## src/rtl/ifetch_prefetch_if.sv

```systemverilog
// Fetch-stage bundle: core-side lookup (iaddr/idata/ivalid) plus the
// req/gnt/rvalid instruction memory read port.
interface ifetch_prefetch_if;
    logic [31:0] iaddr;
    logic [31:0] idata;
    logic        ivalid;
    logic        mem_req;
    logic [31:0] mem_addr;
    logic        mem_gnt;
    logic        mem_rvalid;
    logic [31:0] mem_rdata;

    modport master (
        input  iaddr,
        output idata, ivalid,
        output mem_req, mem_addr,
        input  mem_gnt, mem_rvalid, mem_rdata
    );

    modport slave (
        output iaddr,
        input  idata, ivalid,
        input  mem_req, mem_addr,
        output mem_gnt, mem_rvalid, mem_rdata
    );
endinterface

```

## src/rtl/ifetch_prefetch.sv

```systemverilog
// Instruction prefetcher: DEPTH-entry sequential FIFO in front of a pipelined
// word-read port; non-sequential iaddr flushes and drops in-flight responses.
module ifetch_prefetch #(
    parameter logic [31:0] RESET_VECTOR = 32'h0000_0000,
    parameter int          DEPTH        = 4
) (
    input  logic              clk,
    input  logic              rstn,
    ifetch_prefetch_if.master bus
);
    localparam int            PW      = $clog2(DEPTH);
    localparam int            CW      = PW + 1;
    localparam logic [29:0]   RV_W    = RESET_VECTOR[31:2];
    localparam logic [CW:0]   DEPTH_C = (CW+1)'(DEPTH);

    logic [29:0]   r_head_addr;
    logic [29:0]   r_fetch_addr;
    logic [CW-1:0] r_count;
    logic [CW-1:0] r_outst;
    logic [CW-1:0] r_drop;
    logic [PW-1:0] r_rd_ptr;
    logic [PW-1:0] r_wr_ptr;
    logic [31:0]   r_fifo [DEPTH];

    logic [29:0]   w_k;
    logic          w_k_zero;
    logic          w_k_one;
    logic          w_skip;
    logic          w_flush;
    logic          w_hit;
    logic          w_grant;
    logic          w_drop_resp;
    logic          w_push;
    logic [CW-1:0] w_pop;
    logic [CW-1:0] w_outst_next;
    logic [CW:0]   w_occ;

    // Word distance from the FIFO head; mod-2^30 so address wrap needs no case.
    assign w_k      = bus.iaddr[31:2] - r_head_addr;
    assign w_k_zero = (w_k == '0);
    assign w_k_one  = (w_k == 30'd1);
    assign w_skip   = !w_k_zero && (w_k < {{(30-CW){1'b0}}, r_count});
    assign w_flush  = !w_k_zero && !w_skip;
    assign w_pop    = w_skip ? w_k[CW-1:0] : '0;

    // A one-word step hits on entry[1] so straight-line code sees no bubble.
    assign w_hit      = rstn && ((w_k_zero && (r_count != '0)) || (w_skip && w_k_one));
    assign bus.ivalid = w_hit;
    assign bus.idata  = w_hit ? r_fifo[r_rd_ptr + PW'(w_k_one)] : '0;

    // Outstanding reads count against FIFO space so every response has a slot.
    assign w_occ        = {1'b0, r_count} + {1'b0, r_outst};
    assign bus.mem_req  = rstn && !w_flush && (w_occ < DEPTH_C);
    assign bus.mem_addr = {r_fetch_addr, 2'b00};
    assign w_grant      = bus.mem_req && bus.mem_gnt;

    assign w_drop_resp  = bus.mem_rvalid && (w_flush || (r_drop != '0));
    assign w_push       = bus.mem_rvalid && !w_drop_resp;
    assign w_outst_next = r_outst + CW'(w_grant) - CW'(bus.mem_rvalid);

    always_ff @(posedge clk or negedge rstn) begin
        if (!rstn) begin
            r_head_addr  <= RV_W;
            r_fetch_addr <= RV_W;
            r_count      <= '0;
            r_outst      <= '0;
            r_drop       <= '0;
            r_rd_ptr     <= '0;
            r_wr_ptr     <= '0;
        end else begin
            r_outst <= w_outst_next;
            if (w_flush) begin
                r_head_addr  <= bus.iaddr[31:2];
                r_fetch_addr <= bus.iaddr[31:2];
                r_count      <= '0;
                r_drop       <= w_outst_next;
                r_rd_ptr     <= '0;
                r_wr_ptr     <= '0;
            end else begin
                r_head_addr  <= r_head_addr + {{(30-CW){1'b0}}, w_pop};
                r_fetch_addr <= r_fetch_addr + 30'(w_grant);
                r_count      <= r_count - w_pop + CW'(w_push);
                r_rd_ptr     <= r_rd_ptr + w_pop[PW-1:0];
                if (bus.mem_rvalid && (r_drop != '0)) r_drop <= r_drop - CW'(1);
                if (w_push) r_wr_ptr <= r_wr_ptr + PW'(1);
            end
        end
    end

    always_ff @(posedge clk) begin
        if (w_push) r_fifo[r_wr_ptr] <= bus.mem_rdata;
    end
endmodule

```

## src/flat_wrapper.sv

```systemverilog
// flat-port wrapper written by rule: the top's interface ports become plain ports
module ifetch_prefetch_flat 
#(
    parameter logic [31:0] RESET_VECTOR = 32'h0000_0000,
    parameter int          DEPTH        = 4
)
  (clk, rstn, bus_iaddr, bus_idata, bus_ivalid, bus_mem_req, bus_mem_addr, bus_mem_gnt, bus_mem_rvalid, bus_mem_rdata);
  ifetch_prefetch_if bus_i ();
  input  logic clk;
  input  logic rstn;
  input wire logic [$bits(bus_i.iaddr)-1:0] bus_iaddr;
  output wire logic [$bits(bus_i.idata)-1:0] bus_idata;
  output wire logic [$bits(bus_i.ivalid)-1:0] bus_ivalid;
  output wire logic [$bits(bus_i.mem_req)-1:0] bus_mem_req;
  output wire logic [$bits(bus_i.mem_addr)-1:0] bus_mem_addr;
  input wire logic [$bits(bus_i.mem_gnt)-1:0] bus_mem_gnt;
  input wire logic [$bits(bus_i.mem_rvalid)-1:0] bus_mem_rvalid;
  input wire logic [$bits(bus_i.mem_rdata)-1:0] bus_mem_rdata;
  assign bus_i.iaddr = bus_iaddr;
  assign bus_idata = bus_i.idata;
  assign bus_ivalid = bus_i.ivalid;
  assign bus_mem_req = bus_i.mem_req;
  assign bus_mem_addr = bus_i.mem_addr;
  assign bus_i.mem_gnt = bus_mem_gnt;
  assign bus_i.mem_rvalid = bus_mem_rvalid;
  assign bus_i.mem_rdata = bus_mem_rdata;
  ifetch_prefetch #(.RESET_VECTOR(RESET_VECTOR), .DEPTH(DEPTH)) u_core (.clk(clk), .rstn(rstn), .bus(bus_i));
endmodule
```

## config.mk

```make
export PLATFORM = sky130hd
export DESIGN_NAME = ifetch_prefetch_flat
export DESIGN_NICKNAME = d
export VERILOG_FILES = /design/src/rtl/ifetch_prefetch_if.sv /design/src/rtl/ifetch_prefetch.sv /design/src/flat_wrapper.sv
export SDC_FILE = /design/constraint.sdc
export NUM_CORES = 1
export LEC_CHECK = 0
export BUFFER_PORTS_ARGS = -buffer_cell sky130_fd_sc_hd__buf_2
export CAP_MARGIN = 40
export CORE_MARGIN = 8
export CORE_UTILIZATION = 35
export CTS_CLUSTER_DIAMETER = 200
export DETAILED_ROUTE_END_ITERATION = 10
export GPL_ROUTABILITY_DRIVEN = 0
export PLACE_DENSITY = 0.55
export SETUP_SLACK_MARGIN = 0.15
export SLEW_MARGIN = 20
export SYNTH_ARGS = -nofsm -noshare
export SYNTH_HDL_FRONTEND = slang
export SYNTH_SLANG_ARGS = --single-unit
```

## constraint.sdc

```tcl
create_clock -name clk -period 8.14 [get_ports clk]
set_input_delay 0 -clock clk [delete_from_list [all_inputs] [get_ports clk]]
set_output_delay 0 -clock clk [all_outputs]
set_load 0.01 [all_outputs]
```

==> impl_metrics.csv, run 1 <==
group,metric,value,unit
grt,grt_max_degree,59,
synthesis,yosys_warnings,0,
cells_and_area,register_area,0.00567,sq mm
pwr,ir_drop,226,uV
grt,grt_pass1_vias,8686,
timing,period_share,0.849,
drt,wl_per_cell,18.6,um
place,port_buffers,129,
min_path,hp-class,"primary input to flip-flop",
setup_path,path_class,"flip-flop to flip-flop",
drt,vias,8267,
grt,use_met2,0.262,
drt,drc,0,
flow_run,drv_cap,0,
clock_network,post_cts_resized,0,
floorplan,dieArea,0.0381,sq mm
clock_network,clock_sinks,201,
timing,rsz0062_at_grt,"no",
setup_path,path_max_fanout,14,
synthesis,yosys.area.top_type,"edfxtp_1",
synthesis,syn_inst,978,
cells_and_area,multi_input_area,0.00523,sq mm
setup_path,crit_slowest_cell,"nor3_1",
cells_and_area,layout-drive-gt1-share,0.201,
floorplan,dieWidth,195,um
synthesis,yosys-top-cells-area,"edfxtp_1 34%, dfrtp_1 16%, mux4_2 6.4%",
clock_network,cts_buffers,22,
drt,via_per_inst,5.20,
timing,setup_violations,0,
clock_network,cts_tree,"yes",
synthesis,syn_area_per_cell,11.5,sq um
synthesis,async_flop_share,0.363,
timing,drv_slew,0,
synthesis,netlist_area,0.0112,sq mm
pwr,power_density,184,mW/mm^2
timing,tns,0,ns
floorplan,initial_utilization,0.356,
clock_network,cts-root-buf,"clkbuf_16",
setup_path,required,8.55,ns
grt,grtUsageMet3,0.0299,
setup_path,startpoint_type,"flip-flop",
run_status,outcome,"finished, final reports clean",
cells_and_area,num_antenna_cells,0,
grt,grt_pass1_wl,47500,um
place,preCtsSetupSlack,1.20,ns
timing,layout_setup_ws,1.23,ns
timing,final.setup_skew,0.0197,ns
grt,grt_antenna_before_repair,0,
timing,hold_violations,0,
drt,drtIter0Drc,584,
cells_and_area,nets,1294,
place,dp.final_hpwl,21400,um
setup_path,critical-path-max-stage-delay,0.57,ns
pwr,fin_total_pwr,2.53,mW
synthesis,yosys_most_used_dff,"edfxtp_1",
timing,slew_headroom,0.505,
grt,busiest_layer,"met2",
timing,fin_crit,6.91,ns
cells_and_area,syn2layout_area_growth,22.4,%
synthesis,yosys-top-cells-count,"128 x edfxtp_1, 88 x a21oi_1, 77 x nor2_1, 73 x dfrtp_1, 56 x inv_1",
floorplan,die_y,195,um
floorplan,core_area,0.0316,sq mm
clock_network,cts_max_path_buffers,3,
clock_network,cts.clk_slew.worst_paths,0.06,ns
clock_network,clock_latency,0.50,ns
drt,wl,29600,um
timing,fmax,145,MHz
synthesis,seq_area_frac_synth,0.504,
drt,dr.pass1.iters,5,
setup_path,crit_path_end_kind,"flip-flop",
grt,grt_use_met1,0.195,
synthesis,synth_most_common_cell,"edfxtp_1",
floorplan,rows,65,
synthesis,synth_edf_count,128,
drt,ant_nets,0,
pwr,leakage,5.30,nW
timing,worstMarginPinSlew,0.740,ns
floorplan,io_pins,134,
cells_and_area,fill_cells,3037,
grt,grt_usage,0.153,
grt,overflow,0,
synthesis,synth.distinct_cells,78,
setup_path,crit_chain,"ha_1 -> fa_1 -> nand2b_1 -> a211oi_1 -> o211ai_1 -> a21o_1 -> nand4_1 -> o21ai_0 -> nor4b_4 -> nand3b_2 -> nor4_4 -> nor2_1 -> buf_4 -> nor4bb_1 -> ha_1 -> nand3_1 -> nor3_1 -> and4_1 -> nor2b_1 -> nor2b_1 -> nand4_1 -> xor2_1 -> a21oi_1",
clock_network,htreeDepth,1,
synthesis,ys_ff_latch,201,
setup_path,cp.arrival,7.32,ns
synthesis,synth_top_area_frac,0.342,
final cells by class:
class | instances | area share
clock inverters | 12 | 0.00982
clock buffers | 28 | 0.0432
repair buffers | 208 | 0.103
well taps | 402 | 0.0366
flip-flops and latches | 201 | 0.412
multi-input cells | 683 | 0.380
inverters | 56 | 0.0153
per-stage QoR:
| stage | utilization | hold WS [ns] | instances | area, sq um |
|---|---|---|---|---|
| 2_1_floorplan | - | -0.296 | 979 | 11200 |
| 3_3_place_gp | 0.391 | -0.0943 | 1483 | 12300 |
| 3_5_place_dp | 0.392 | -0.0925 | 1484 | 12400 |
| 4_1_cts | 0.435 | 0.0711 | 1589 | 13700 |
| 5_1_grt | 0.436 | 0.0986 | 1590 | 13800 |
| 6_report | 0.436 | 0.0925 | 1590 | 13800 |
path summary, 6_finish.rpt:
| path | start | to | slack, ns | cells past startpoint |
|---|---|---|---|---|
| min in group asynchronous | rstn | u_core.r_head_addr[12]$_DFF_PN0_ | 0.15 | 3 |
| max in group asynchronous | rstn | u_core.r_fetch_addr[23]$_DFF_PN0_ | 6.92 | 3 |
| min | bus_mem_gnt | u_core.r_outst[0]$_DFF_PN0_ | 0.09 | 3 |
| max reg2reg | flip-flop | u_core.r_fetch_addr[29]$_DFF_PN0_ | 1.23 | 23 |
| min reg2reg | u_core.r_outst[2]$_DFF_PN0_ | u_core.r_outst[2]$_DFF_PN0_ | 0.50 | 1 |
| max | flip-flop | u_core.r_fetch_addr[29]$_DFF_PN0_ | 1.23 | 23 |
state kept, by name (all words and copies together) (netlist names), named ones only:
register and flops:
u_core.r_drop 3, u_core.r_head_addr 29, u_core.r_fifo 128, u_core.r_fetch_addr 30, u_core.r_outst 3, u_core.r_wr_ptr 2, u_core.r_rd_ptr 2, u_core.r_count 3
cell families (layout without fill, tap and decap cells):
logic type / count (synthesis) / count (layout) / share of synthesized area
AOI/OAI and AO/OA: 202 / 202 / 0.119
xor gates and xnor gates: 80 / 80 / 0.0623
adders and majority gates: 54 / 54 / 0.0628
buffers and inverters: 95 / 304 / 0.0367
DFF: 201 / 201 / 0.504
muxes: 36 / 36 / 0.0678
other: 1 / 2 / 0.000334
and+or+nand+nor: 309 / 309 / 0.146
layer usage:
layer / up-vias / wire length, um
li1: 3985 / -
met1: 4055 / 13300
met2: 190 / 14300
met3: 37 / 1470
met4: 0 / 584
met5: - / 0
cells in the final DEF (no fill, tap or decap), types with 18 or more instances in the layout:
cell           instances
a21oi_1               88
buf_2                128
clkbuf_16             23
dfrtp_1               73
dlygate4sd3_1         65
edfxtp_1             128
ha_1                  49
inv_1                 56
mux4_2                32
nand2_1               52
nand3_1               37
nand4_1               19
nor2_1                77
nor2b_1               41
nor3_1                18
o21ai_0               24
xnor2_1               53
xor2_1                26
repair_timing:
| action | CTS | global route |
|---|---|---|
| setup buffers | 0 | 0 |
| hold buffers | 65 | 0 |
| endpoints found under the hold margin | 249 | 0 |
where the power goes:
group	switching, mW	internal [mW]
clock	0.393	0.612
combinational	0.213	0.162
sequential	0.0269	1.12
critical path, delay by kind of cell (launching register included):
family	cells	cell delay, ns
fa+ha+maj	3	0.98
simple gates	13	4.00
compound gates	5	1.11
xor+xnor	1	0.15
buf+inv	1	0.20
flops	1	0.40
No activity file was read; power rests on OpenSTA's default activity.
==> run 2, diff against run 1 <==
--- a/config.mk
+++ b/config.mk
@@ -12,7 +12,7 @@
 export CTS_CLUSTER_DIAMETER = 200
 export DETAILED_ROUTE_END_ITERATION = 10
 export GPL_ROUTABILITY_DRIVEN = 0
-export PLACE_DENSITY = 0.55
+export PLACE_DENSITY = 0.56
 export SETUP_SLACK_MARGIN = 0.15
 export SLEW_MARGIN = 20
 export SYNTH_ARGS = -nofsm -noshare
==> constraint.sdc (replaced) <==
create_clock -name clk -period 5.6 [get_ports clk]
set_input_delay 0 -clock clk [delete_from_list [all_inputs] [get_ports clk]]
set_output_delay 0 -clock clk [all_outputs]
set_load 0.01 [all_outputs]
==> run 2 against run 1 <==
  * Setup slack worse by 0.88 ns
  * Largest power group unchanged
  * Clock skew up 0.0091 ns
  * Die area stayed put
  * Critical endpoint unchanged
==> impl_metrics.csv, run 2 (same netlist as run 1, synthesis figures left out) <==
group,metric,value,unit
drt,wl_per_cell,18.5,um
flow_run,drv_cap,0,
setup_path,reg2reg_from,"u_core.r_head_addr[17]$_DFF_PN0_",
timing,rsz0062_at_grt,"yes",
setup_path,r2r_setup_slack,0.35,ns
floorplan,initial_utilization,0.356,
timing,setup_violations,0,
pwr,fin_total_pwr,3.82,mW
cells_and_area,final_area,0.0143,sq mm
clock_network,clock_sinks,201,
setup_path,startpoint_type,"flip-flop",
grt,grt_usage,0.155,
floorplan,dieArea,0.0381,sq mm
cells_and_area,largest_register,"u_core.r_fifo",
drt,dr.pass1.iters,5,
min_path,hp-class,"primary input to flip-flop",
cells_and_area,top_regs,"u_core.r_fifo (128), u_core.r_fetch_addr (30), u_core.r_head_addr (29)",
setup_path,cp.arrival,5.68,ns
drt,ant_nets,0,
setup_path,reg2reg_to,"u_core.r_fetch_addr[29]$_DFF_PN0_",
pwr,power_density,266,mW/mm^2
run_status,outcome,"finished, final reports clean",
place,postPlaceCellArea,0.0127,sq mm
setup_path,required,6.02,ns
timing,period_share,0.938,
setup_path,endpoint,"u_core.r_fetch_addr[29]$_DFF_PN0_",
clock_network,cts.clk_slew.worst_paths,0.06,ns
grt,grt_max_degree,56,
setup_path,path_class,"flip-flop to flip-flop",
setup_path,cp-startpoint,"u_core.r_head_addr[17]$_DFF_PN0_",
grt,use_met2,0.276,
floorplan,rows,65,
drt,via_per_inst,5.24,
setup_path,reg2reg_depth,22,
cells_and_area,syn2layout_area_growth,27.5,%
timing,fmax,190,MHz
timing,final.setup_skew,0.0287,ns
grt,grt_use_met1,0.190,
grt,grt_pass1_vias,8826,
pwr,ir_drop,266,uV
clock_network,cts_buffers,23,
grt,grtUsageMet3,0.0332,
clock_network,cts_max_path_buffers,3,
grt,grt_antenna_before_repair,0,
floorplan,die_y,195,um
grt,busiest_layer,"met2",
pwr,leakage,5.60,nW
cells_and_area,num_antenna_cells,0,
clock_network,htreeDepth,1,
timing,slew_headroom,0.445,
timing,drv_slew,0,
drt,drc,0,
drt,wl,30300,um
clock_network,clock_latency,0.52,ns
floorplan,dieWidth,195,um
timing,worstMarginPinSlew,0.825,ns
clock_network,cts_tree,"yes",
setup_path,path_max_fanout,7,
cells_and_area,layout-drive-gt1-share,0.242,
min_path,min_from,"bus_mem_gnt",
drt,vias,8573,
place,dp.final_hpwl,21900,um
place,port_buffers,129,
grt,overflow,0,
cells_and_area,fill_cells,2962,
cells_and_area,mostFrequentLayoutCells,"128 x buf_2, 128 x edfxtp_1, 87 x a21oi_1, 77 x nor2_1, 73 x dfrtp_1",
cells_and_area,nets,1340,
clock_network,cts-root-buf,"clkbuf_16",
floorplan,io_pins,134,
cells_and_area,largest_reg_flops,128,
drt,drtIter0Drc,469,
timing,fin_crit,5.25,ns
grt,grt_pass1_wl,48300,um
setup_path,crit_path_end_kind,"flip-flop",
floorplan,core_area,0.0316,sq mm
timing,hold_violations,0,
run 2: cell count changes in the layout (fill, tap and decap cells not counted), moves of 2 or more:
cell       before  now
buf_4          14   54
o21ai_0        24   20
o21ai_1         5    9
buf_12          1    4
clkinv_2        5    2
a2111oi_2       0    2
bufinv_16       3    5
ha_1           49   47
ha_4            0    2
nor2b_1        41   39
nor3_1         18   16
nor3_4          0    2
run 2: routing by layer:
layer | wire [um] | up-vias
met5 | 0 | -
met4 | 697 | 0
met3 | 1680 | 47
met2 | 15200 | 227
met1 | 12700 | 4212
li1 | - | 4087
run 2: area by class of cell:
cell class / instances / area [sq um] / area share
timing repair buffer: 253 / 1820 / 0.127
tap: 402 / 503 / 0.0351
inverter: 56 / 210 / 0.0147
multi-input combinational: 683 / 5360 / 0.374
sequential: 201 / 5670 / 0.395
clock buffer: 28 / 594 / 0.0415
clock inverter: 12 / 184 / 0.0128
run 2: what timing repair did:
action | 4_1_cts | 5_1_grt
endpoints found under the hold margin | 207 | 0
setup buffers | 0 | 8
hold buffers | 65 | 0
setup endpoints to repair | 25 | 57
pin swaps | 0 | 9
resized for setup | 7 | 21
run 2: where the power goes:
part	switching (mW)	leakage (nW)	internal (mW)
Clock	0.586	0.379	0.981
Sequential	0.0381	2.02	1.63
Combinational	0.327	3.21	0.255
Total	0.951	5.60	2.86
run 2: how the worst min path moves through the flow:
stage / endpoint / slack (ns) / depth (start not counted)
4_1_cts: u_core.r_fetch_addr[0]$_DFF_PN0_ / 0.13 / 5
6_report: u_core.r_fetch_addr[0]$_DFF_PN0_ / 0.19 / 5
3_5_place_dp: u_core.r_head_addr[26]$_DFF_PN0_ / -0.04 / 1
2_1_floorplan: asynchronous set/reset pin / -0.30 / 0
5_1_grt: u_core.r_fetch_addr[0]$_DFF_PN0_ / 0.19 / 5
3_3_place_gp: u_core.r_head_addr[26]$_DFF_PN0_ / -0.04 / 1
run 2: through the flow:
| stage | setup TNS (ns) | util | setup WS (ns) | hold slack (ns) | cells |
|---|---|---|---|---|---|
| 3_5_place_dp | -0.0138 | 0.402 | -0.0138 | -0.0389 | 1521 |
| 3_3_place_gp | 0 | 0.401 | 0.151 | -0.0401 | 1520 |
| 5_1_grt | 0 | 0.454 | 0.0653 | 0.187 | 1635 |
| 6_report | 0 | 0.454 | 0.348 | 0.193 | 1635 |
| 4_1_cts | 0 | 0.448 | 0.167 | 0.132 | 1626 |
| 2_1_floorplan | -53.84 | - | -0.462 | -0.296 | 979 |
run 2: worst max-delay path: stages (launching register included):
cell	delay, ns
dfrtp_1	0.38
inv_1	0.07
ha_1	0.39
a21oi_1	0.28
o21ai_1	0.25
a21o_1	0.25
a31oi_1	0.29
and3b_1	0.21
o21ai_1	0.09
nor4b_4	0.40
nand3b_4	0.18
nor4_4	0.29
nor2_1	0.11
nor4bb_2	0.33
ha_2	0.25
nand3_2	0.16
nor3_4	0.19
and4_4	0.26
nor2b_2	0.17
nor2b_4	0.19
nand4_1	0.13
xor2_1	0.16
a21oi_1	0.14
